### src/rtl/dmem_access_ctrl_if.sv
// Word-aligned request/acknowledge bus between the memory-stage access controller and data memory.
// master = controller (drives request), slave = memory (drives ack and read data).
interface dmem_access_ctrl_if #(
  parameter int N = 32
);
  logic         mem_req;
  logic         mem_we;
  logic [N-1:0] mem_addr;
  logic [N-1:0] mem_wdata;
  logic [3:0]   mem_be;
  logic         mem_ack;
  logic [N-1:0] mem_rdata;

  modport master (
    output mem_req, mem_we, mem_addr, mem_wdata, mem_be,
    input  mem_ack, mem_rdata
  );

  modport slave (
    input  mem_req, mem_we, mem_addr, mem_wdata, mem_be,
    output mem_ack, mem_rdata
  );
endinterface

### src/rtl/dmem_access_ctrl.sv
// Memory-stage load/store controller: IDLE -> ACCESS (until ack or TIMEOUT) -> DONE; zero-wait access = 3 cycles.
// Holds the pipeline via combinational stall while a request is pending in IDLE or in flight.
module dmem_access_ctrl #(
  parameter int N       = 32,
  parameter int TIMEOUT = 16
) (
  input  logic                  clk,
  input  logic                  rst_n,
  input  logic                  memRd,
  input  logic                  memWr,
  input  logic [2:0]            funct,
  input  logic [N-1:0]          addr,
  input  logic [N-1:0]          wr_data,
  dmem_access_ctrl_if.master    mem,
  output logic [N-1:0]          dt_out,
  output logic                  stall,
  output logic                  misalign,
  output logic                  bus_err
);

  localparam int CW = $clog2(TIMEOUT) + 1;

  typedef enum logic [1:0] {S_IDLE, S_ACCESS, S_DONE} state_t;

  state_t        r_state;
  logic          r_mem_req;
  logic          r_mem_we;
  logic [N-1:0]  r_mem_addr;
  logic [N-1:0]  r_mem_wdata;
  logic [3:0]    r_mem_be;
  logic [N-1:0]  r_dt;
  logic          r_misalign;
  logic          r_bus_err;
  logic          r_rd;
  logic [1:0]    r_lane;
  logic [1:0]    r_size;
  logic [CW-1:0] r_cnt;

  logic          w_req_vld;
  logic [1:0]    w_size;
  logic          w_err;
  logic [3:0]    w_be;
  logic [N-1:0]  w_wdata;
  logic [N-1:0]  w_rdata_sh;
  logic [N-1:0]  w_rdata_ext;
  logic          w_timeout;

  assign w_req_vld = memRd | memWr;
  assign w_size    = funct[1:0];
  assign w_timeout = (r_cnt == CW'(TIMEOUT - 1));

  // A simultaneous read and write is treated as a read, so read legality rules apply.
  always_comb begin
    w_err = 1'b0;
    if (memRd) begin
      if (funct == 3'b011 || funct == 3'b110 || funct == 3'b111) w_err = 1'b1;
    end else if (funct[2] || funct == 3'b011) begin
      w_err = 1'b1;
    end
    if (w_size == 2'b01 && addr[0])          w_err = 1'b1;
    if (w_size == 2'b10 && addr[1:0] != 2'b00) w_err = 1'b1;
  end

  always_comb begin
    w_be    = 4'b1111;
    w_wdata = wr_data;
    case (w_size)
      2'b00: begin
        w_be    = 4'b0001 << addr[1:0];
        w_wdata = {4{wr_data[7:0]}};
      end
      2'b01: begin
        w_be    = 4'b0011 << addr[1:0];
        w_wdata = {2{wr_data[15:0]}};
      end
      default: ;
    endcase
  end

  assign w_rdata_sh = mem.mem_rdata >> {r_lane, 3'b000};

  always_comb begin
    w_rdata_ext = w_rdata_sh;
    case (r_size)
      2'b00:   w_rdata_ext = {{(N-8){1'b0}},  w_rdata_sh[7:0]};
      2'b01:   w_rdata_ext = {{(N-16){1'b0}}, w_rdata_sh[15:0]};
      default: ;
    endcase
  end

  always_ff @(posedge clk or negedge rst_n) begin
    if (!rst_n) begin
      r_state     <= S_IDLE;
      r_mem_req   <= 1'b0;
      r_mem_we    <= 1'b0;
      r_mem_addr  <= '0;
      r_mem_wdata <= '0;
      r_mem_be    <= '0;
      r_dt        <= '0;
      r_misalign  <= 1'b0;
      r_bus_err   <= 1'b0;
      r_rd        <= 1'b0;
      r_lane      <= '0;
      r_size      <= '0;
      r_cnt       <= '0;
    end else begin
      r_misalign <= 1'b0;
      r_bus_err  <= 1'b0;
      case (r_state)
        S_IDLE: begin
          if (w_req_vld) begin
            if (w_err) begin
              r_misalign <= 1'b1;
              r_state    <= S_DONE;
            end else begin
              r_mem_req   <= 1'b1;
              r_mem_we    <= memWr & ~memRd;
              r_mem_addr  <= {addr[N-1:2], 2'b00};
              r_mem_be    <= w_be;
              r_mem_wdata <= w_wdata;
              r_rd        <= memRd;
              r_lane      <= addr[1:0];
              r_size      <= w_size;
              r_cnt       <= '0;
              r_state     <= S_ACCESS;
            end
          end
        end
        S_ACCESS: begin
          r_cnt <= r_cnt + CW'(1);
          // Ack takes priority over a timeout firing in the same cycle.
          if (mem.mem_ack) begin
            r_mem_req <= 1'b0;
            if (r_rd) r_dt <= w_rdata_ext;
            r_state <= S_DONE;
          end else if (w_timeout) begin
            r_mem_req <= 1'b0;
            r_bus_err <= 1'b1;
            if (r_rd) r_dt <= '0;
            r_state <= S_DONE;
          end
        end
        S_DONE:  r_state <= S_IDLE;
        default: r_state <= S_IDLE;
      endcase
    end
  end

  assign stall = rst_n & (((r_state == S_IDLE) & w_req_vld) | (r_state == S_ACCESS));

  assign mem.mem_req   = r_mem_req;
  assign mem.mem_we    = r_mem_we;
  assign mem.mem_addr  = r_mem_addr;
  assign mem.mem_wdata = r_mem_wdata;
  assign mem.mem_be    = r_mem_be;
  assign dt_out        = r_dt;
  assign misalign      = r_misalign;
  assign bus_err       = r_bus_err;

endmodule
### src/flat_wrapper.sv
// flat-port wrapper written by rule: the top's interface ports become plain ports
module dmem_access_ctrl_flat 
#(
  parameter int N       = 32,
  parameter int TIMEOUT = 16
)
  (clk, rst_n, memRd, memWr, funct, addr, wr_data, dt_out, stall, misalign, bus_err, mem_mem_req, mem_mem_we, mem_mem_addr, mem_mem_wdata, mem_mem_be, mem_mem_ack, mem_mem_rdata);
  dmem_access_ctrl_if #(.N(N)) mem_i ();
  input  logic clk;
  input  logic rst_n;
  input  logic memRd;
  input  logic memWr;
  input  logic [2:0] funct;
  input  logic [N-1:0] addr;
  input  logic [N-1:0] wr_data;
  output logic [N-1:0] dt_out;
  output logic stall;
  output logic misalign;
  output logic bus_err;
  output wire logic [$bits(mem_i.mem_req)-1:0] mem_mem_req;
  output wire logic [$bits(mem_i.mem_we)-1:0] mem_mem_we;
  output wire logic [$bits(mem_i.mem_addr)-1:0] mem_mem_addr;
  output wire logic [$bits(mem_i.mem_wdata)-1:0] mem_mem_wdata;
  output wire logic [$bits(mem_i.mem_be)-1:0] mem_mem_be;
  input wire logic [$bits(mem_i.mem_ack)-1:0] mem_mem_ack;
  input wire logic [$bits(mem_i.mem_rdata)-1:0] mem_mem_rdata;
  assign mem_mem_req = mem_i.mem_req;
  assign mem_mem_we = mem_i.mem_we;
  assign mem_mem_addr = mem_i.mem_addr;
  assign mem_mem_wdata = mem_i.mem_wdata;
  assign mem_mem_be = mem_i.mem_be;
  assign mem_i.mem_ack = mem_mem_ack;
  assign mem_i.mem_rdata = mem_mem_rdata;
  dmem_access_ctrl #(.N(N), .TIMEOUT(TIMEOUT)) u_core (.clk(clk), .rst_n(rst_n), .memRd(memRd), .memWr(memWr), .funct(funct), .addr(addr), .wr_data(wr_data), .mem(mem_i), .dt_out(dt_out), .stall(stall), .misalign(misalign), .bus_err(bus_err));
endmodule
### config.mk
export PLATFORM = sky130hd
export DESIGN_NAME = dmem_access_ctrl_flat
export DESIGN_NICKNAME = d
export VERILOG_FILES = /design/src/rtl/dmem_access_ctrl_if.sv /design/src/rtl/dmem_access_ctrl.sv /design/src/flat_wrapper.sv
export SDC_FILE = /design/constraint.sdc
export NUM_CORES = 1
export LEC_CHECK = 0
export ABC_AREA = 1
export BUFFER_PORTS_ARGS = -buffer_cell sky130_fd_sc_hd__buf_2
export CAP_MARGIN = 10
export CELL_PAD_IN_SITES_DETAIL_PLACEMENT = 0
export CELL_PAD_IN_SITES_GLOBAL_PLACEMENT = 1
export CORE_ASPECT_RATIO = 1.1
export CORE_MARGIN = 5
export CORE_UTILIZATION = 36
export CTS_BUF_LIST = sky130_fd_sc_hd__clkbuf_4 sky130_fd_sc_hd__clkbuf_8
export DETAILED_ROUTE_END_ITERATION = 6
export PLACE_DENSITY_LB_ADDON = 0.3
export SLEW_MARGIN = 20
export SYNTH_ARGS = -nofsm -noshare
export SYNTH_HDL_FRONTEND = slang
export SYNTH_SLANG_ARGS = --single-unit
### constraint.sdc
create_clock -name clk -period 2.23 [get_ports clk]
set_input_delay 0.446 -clock clk [delete_from_list [all_inputs] [get_ports clk]]
set_output_delay 0.446 -clock clk [all_outputs]
set_load 0.02 [all_outputs]
==> results_dict.tcl <==
set metrics [dict create \
    required_ns 2.55 \
    cts-root-buf "clkbuf_8" \
    grt_max_degree 115 \
    setup_slack_ns 0.249 \
    grtUsageMet2_pct 27.5 \
    vias 5099 \
    grt-ovfl-total 0 \
    setup_viol 0 \
    grt_setup_unrepaired "no" \
    crit_chain "ha_1 > nand2_1 > nor2_1 > ha_1 > nor2_1 > nor2_1 > nand2_2 > buf_12 > clkinvlp_4 > nand3b_1 > nand2_1" \
    tns_ns 0 \
    clock_skew_ns 0.00796 \
    final_nets 976 \
    slew_headroom_pct 49.0 \
    worst-path-buf-inv 2 \
    clk_pin_slew_ns 0.07 \
    regArea_um2 2850 \
    track_usage_pct 17.8 \
    grtUsageMet3_pct 6.21 \
    synth.ff_latch_count 114 \
    initial_core_util_pct 36.7 \
    power.leakage_uw 0.00401 \
    power_per_cell_area_nw_per_um2 1330 \
    path_class "reg2reg" \
    ir_worst_vdd_v 0.000548 \
    die_area_um2 18000 \
    period_minus_slack_ns 1.98 \
    io_buffers 206 \
    cap_viol_max_count 0 \
    gp_congestion 0.831 \
    antenna_found_initial 2 \
    io_pins 209 \
    min_path_type "in2async" \
    yosys_warnings 0 \
    cts_buffers 17 \
    multi_input_area_um2 2210 \
    syn-cell-area_um2 5550 \
    avgSynthCellArea_um2 8.30 \
    status "completed" \
    drc 0 \
    dpl.hpwl_um 11600 \
    cp.arrival_ns 2.30 \
    slew_viol_final 0 \
    critPathMaxStageDelay_ns 0.43 \
    place_ws_ns 0.162 \
    fin_crit_sh_pct 88.8 \
    worst_path_max_delay_cell "dfrtp_1" \
    num-fill-cells 1552 \
    coreArea_um2 15100 \
    cp_max_fo 27 \
    hold_viol 0 \
    ys_seq_area_share_pct 51.4 \
    drt_wl_total_um 15900 \
    grt_busiest_layer "met2" \
    wl_per_cell_um 14.8 \
    crit_top_cell "nor2_1" \
    ant_nets 0 \
    max_freq_mhz 505 \
    first_pass_iters 4 \
    worstSetupEndpointType "flip-flop" \
    drt_iter0_markers 293 \
    critPathLaunchType "flip-flop" \
    clk_latency_ns 0.43 \
    htreeDepth 4 \
    clock_path_buffers 2 \
    grt_pass1_vias 5035 \
    met1_usage_pct 22.7 \
    synth_cell_types 29 \
    vias_per_cell 4.73 \
    grt_pass1_wl_um 25700 \
    final_layout_size_suffix_gt1_share_pct 34.2 \
    path_delay_family "simple AND/OR/NAND/NOR gates" \
    worst_pin_slew_ns 0.760 \
    netlist_instances 669 \
    die_h_um 140 \
    die_w_um 128 \
    cts_tree "done" \
    cts.sinks 114 \
    syn_to_final_growth_pct 28.5 \
    fin_hold_ws_ns 0.140 \
    fp-row-count 47 \
]
-- report_power, final --
group          switching, µW  leakage [µW]  total [µW]  internal, µW
clock                    814      0.000212        1980          1160
combinational           2720       0.00233        4130          1410
sequential               487       0.00147        3410          2930
-- per-stage QoR --
stage               cells  power (µW)  cell area (µm²)  utilization, %
floorplan             670        6190             5560               -
global placement     1047        7550             6710            44.4
detailed placement   1047        7620             6710            44.4
CTS                  1077        9650             7110            47.0
global route         1078       10200             7140            47.2
finish               1078        9520             7140            47.2
-- kinds of logic after synthesis --
logic type / share of synthesized area [%]
simple gates: 22.6
fa+ha+maj: 0.451
buf+inv: 9.08
flops: 51.4
other cells: 0.0675
compound gates: 16.4
-- cell usage after synthesis --
| library cell | number | area, µm² |
|---|---|---|
| or2_2 | 4 | 25.0 |
| o21a_1 | 2 | 15.0 |
| and3_1 | 2 | 12.5 |
| nand3_1 | 33 | 165 |
| nand3b_1 | 8 | 60.1 |
| nor2_1 | 37 | 139 |
| dfrtp_1 | 114 | 2850 |
| clkbuf_1 | 14 | 52.6 |
| buf_6 | 13 | 146 |
| nor2_2 | 1 | 6.26 |
| o21ai_1 | 19 | 95.1 |
| a21boi_0 | 1 | 7.51 |
| o211ai_1 | 7 | 52.6 |
| buf_1 | 1 | 3.75 |
| ha_1 | 2 | 25.0 |
| a21oi_1 | 42 | 210 |
| nand2_2 | 1 | 6.26 |
| buf_4 | 3 | 22.5 |
| o21ai_2 | 41 | 359 |
| buf_2 | 7 | 35.0 |
| o21ai_0 | 34 | 170 |
| conb_1 | 1 | 3.75 |
| nand3_4 | 1 | 17.5 |
| inv_1 | 64 | 240 |
| or2_4 | 1 | 8.76 |
| nand4_1 | 1 | 6.26 |
| nand2_1 | 213 | 800 |
| clkinv_1 | 1 | 3.75 |
| nor2_4 | 1 | 11.3 |
-- timing repair --
item	4_1_cts	5_1_grt
resized for setup	0	6
hold buffers	0	0
endpoints found under the setup margin	0	24
buffers inserted	0	0
-- registers in the layout, summed over array words and instances, names as in the netlist --
name,flops
u_core.mem.mem_addr,30
u_core.mem.mem_be,4
u_core.r_state,2
u_core.r_lane,2
u_core.mem.mem_wdata,32
u_core.r_cnt,5
u_core.mem.mem_we,1
u_core.misalign,1
u_core.bus_err,1
u_core.r_size,2
u_core.mem.mem_req,1
u_core.dt_out,32
u_core.r_rd,1
-- cell usage in the layout (no fill, tap or decap) --
cell        instances
and3_1              2
o21ai_2            41
clkinvlp_4          1
clkinv_1            1
o211ai_1            7
nand3b_1            8
nor2_1             37
or2_4               1
buf_12              4
dfrtp_1           114
bufinv_16           2
nor2_4              2
clkinv_2            3
nand3_4             1
nand3_1            33
clkbuf_4            3
buf_4              10
nand2_2             2
diode_2             1
o21ai_1            19
a21oi_1            42
or2_2               4
inv_1              63
nand4_1             1
a21boi_0            1
nand2_1           212
buf_2             205
o21ai_0            34
o21a_1              2
ha_1                2
clkbuf_8           22
conb_1              2
-- area by class of cell --
type	instances	area share, %
Inverter	65	3.47
Timing Repair Buffer	219	16.5
Antenna cell	1	0.0351
Tap cell	196	3.44
Multi-Input combinational cell	453	30.9
Clock buffer	25	4.56
Sequential cell	114	40.0
Clock inverter	5	1.05
-- routing by layer --
layer,wire length [µm],up-vias
met4,353,2
li1,-,2533
met3,1430,26
met1,6610,2353
met2,7510,185
met5,7,-
-- worst reg2reg max path, cell delays in order, from the launching register on --
cell and delay [ns]:
dfrtp_1 0.43, ha_1 0.23, nand2_1 0.09, nor2_1 0.05
ha_1 0.18, nor2_1 0.13, nor2_1 0.09, nand2_2 0.14
buf_12 0.18, clkinvlp_4 0.19, nand3b_1 0.12, nand2_1 0.05
-- worst paths after layout --
| check | slack, ns | to | start | depth (start not counted) |
|---|---|---|---|---|
| setup / recovery | 0.25 | u_core.dt_out[21] | u_core.r_cnt[0] | 11 |
| max in group asynchronous | 1.62 | u_core.mem.mem_addr[31] | rst_n | 2 |
| min in group clk | 0.25 | u_core.mem.mem_addr[13] | addr[13] | 3 |
| hold / removal | 0.14 | u_core.mem.mem_wdata[5] | rst_n | 2 |
| setup reg to reg | 0.25 | u_core.dt_out[21] | u_core.r_cnt[0] | 11 |
| hold reg to reg | 0.47 | u_core.mem.mem_addr[10] | u_core.mem.mem_addr[10] | 2 |
Power figures use the tool's default switching activity.
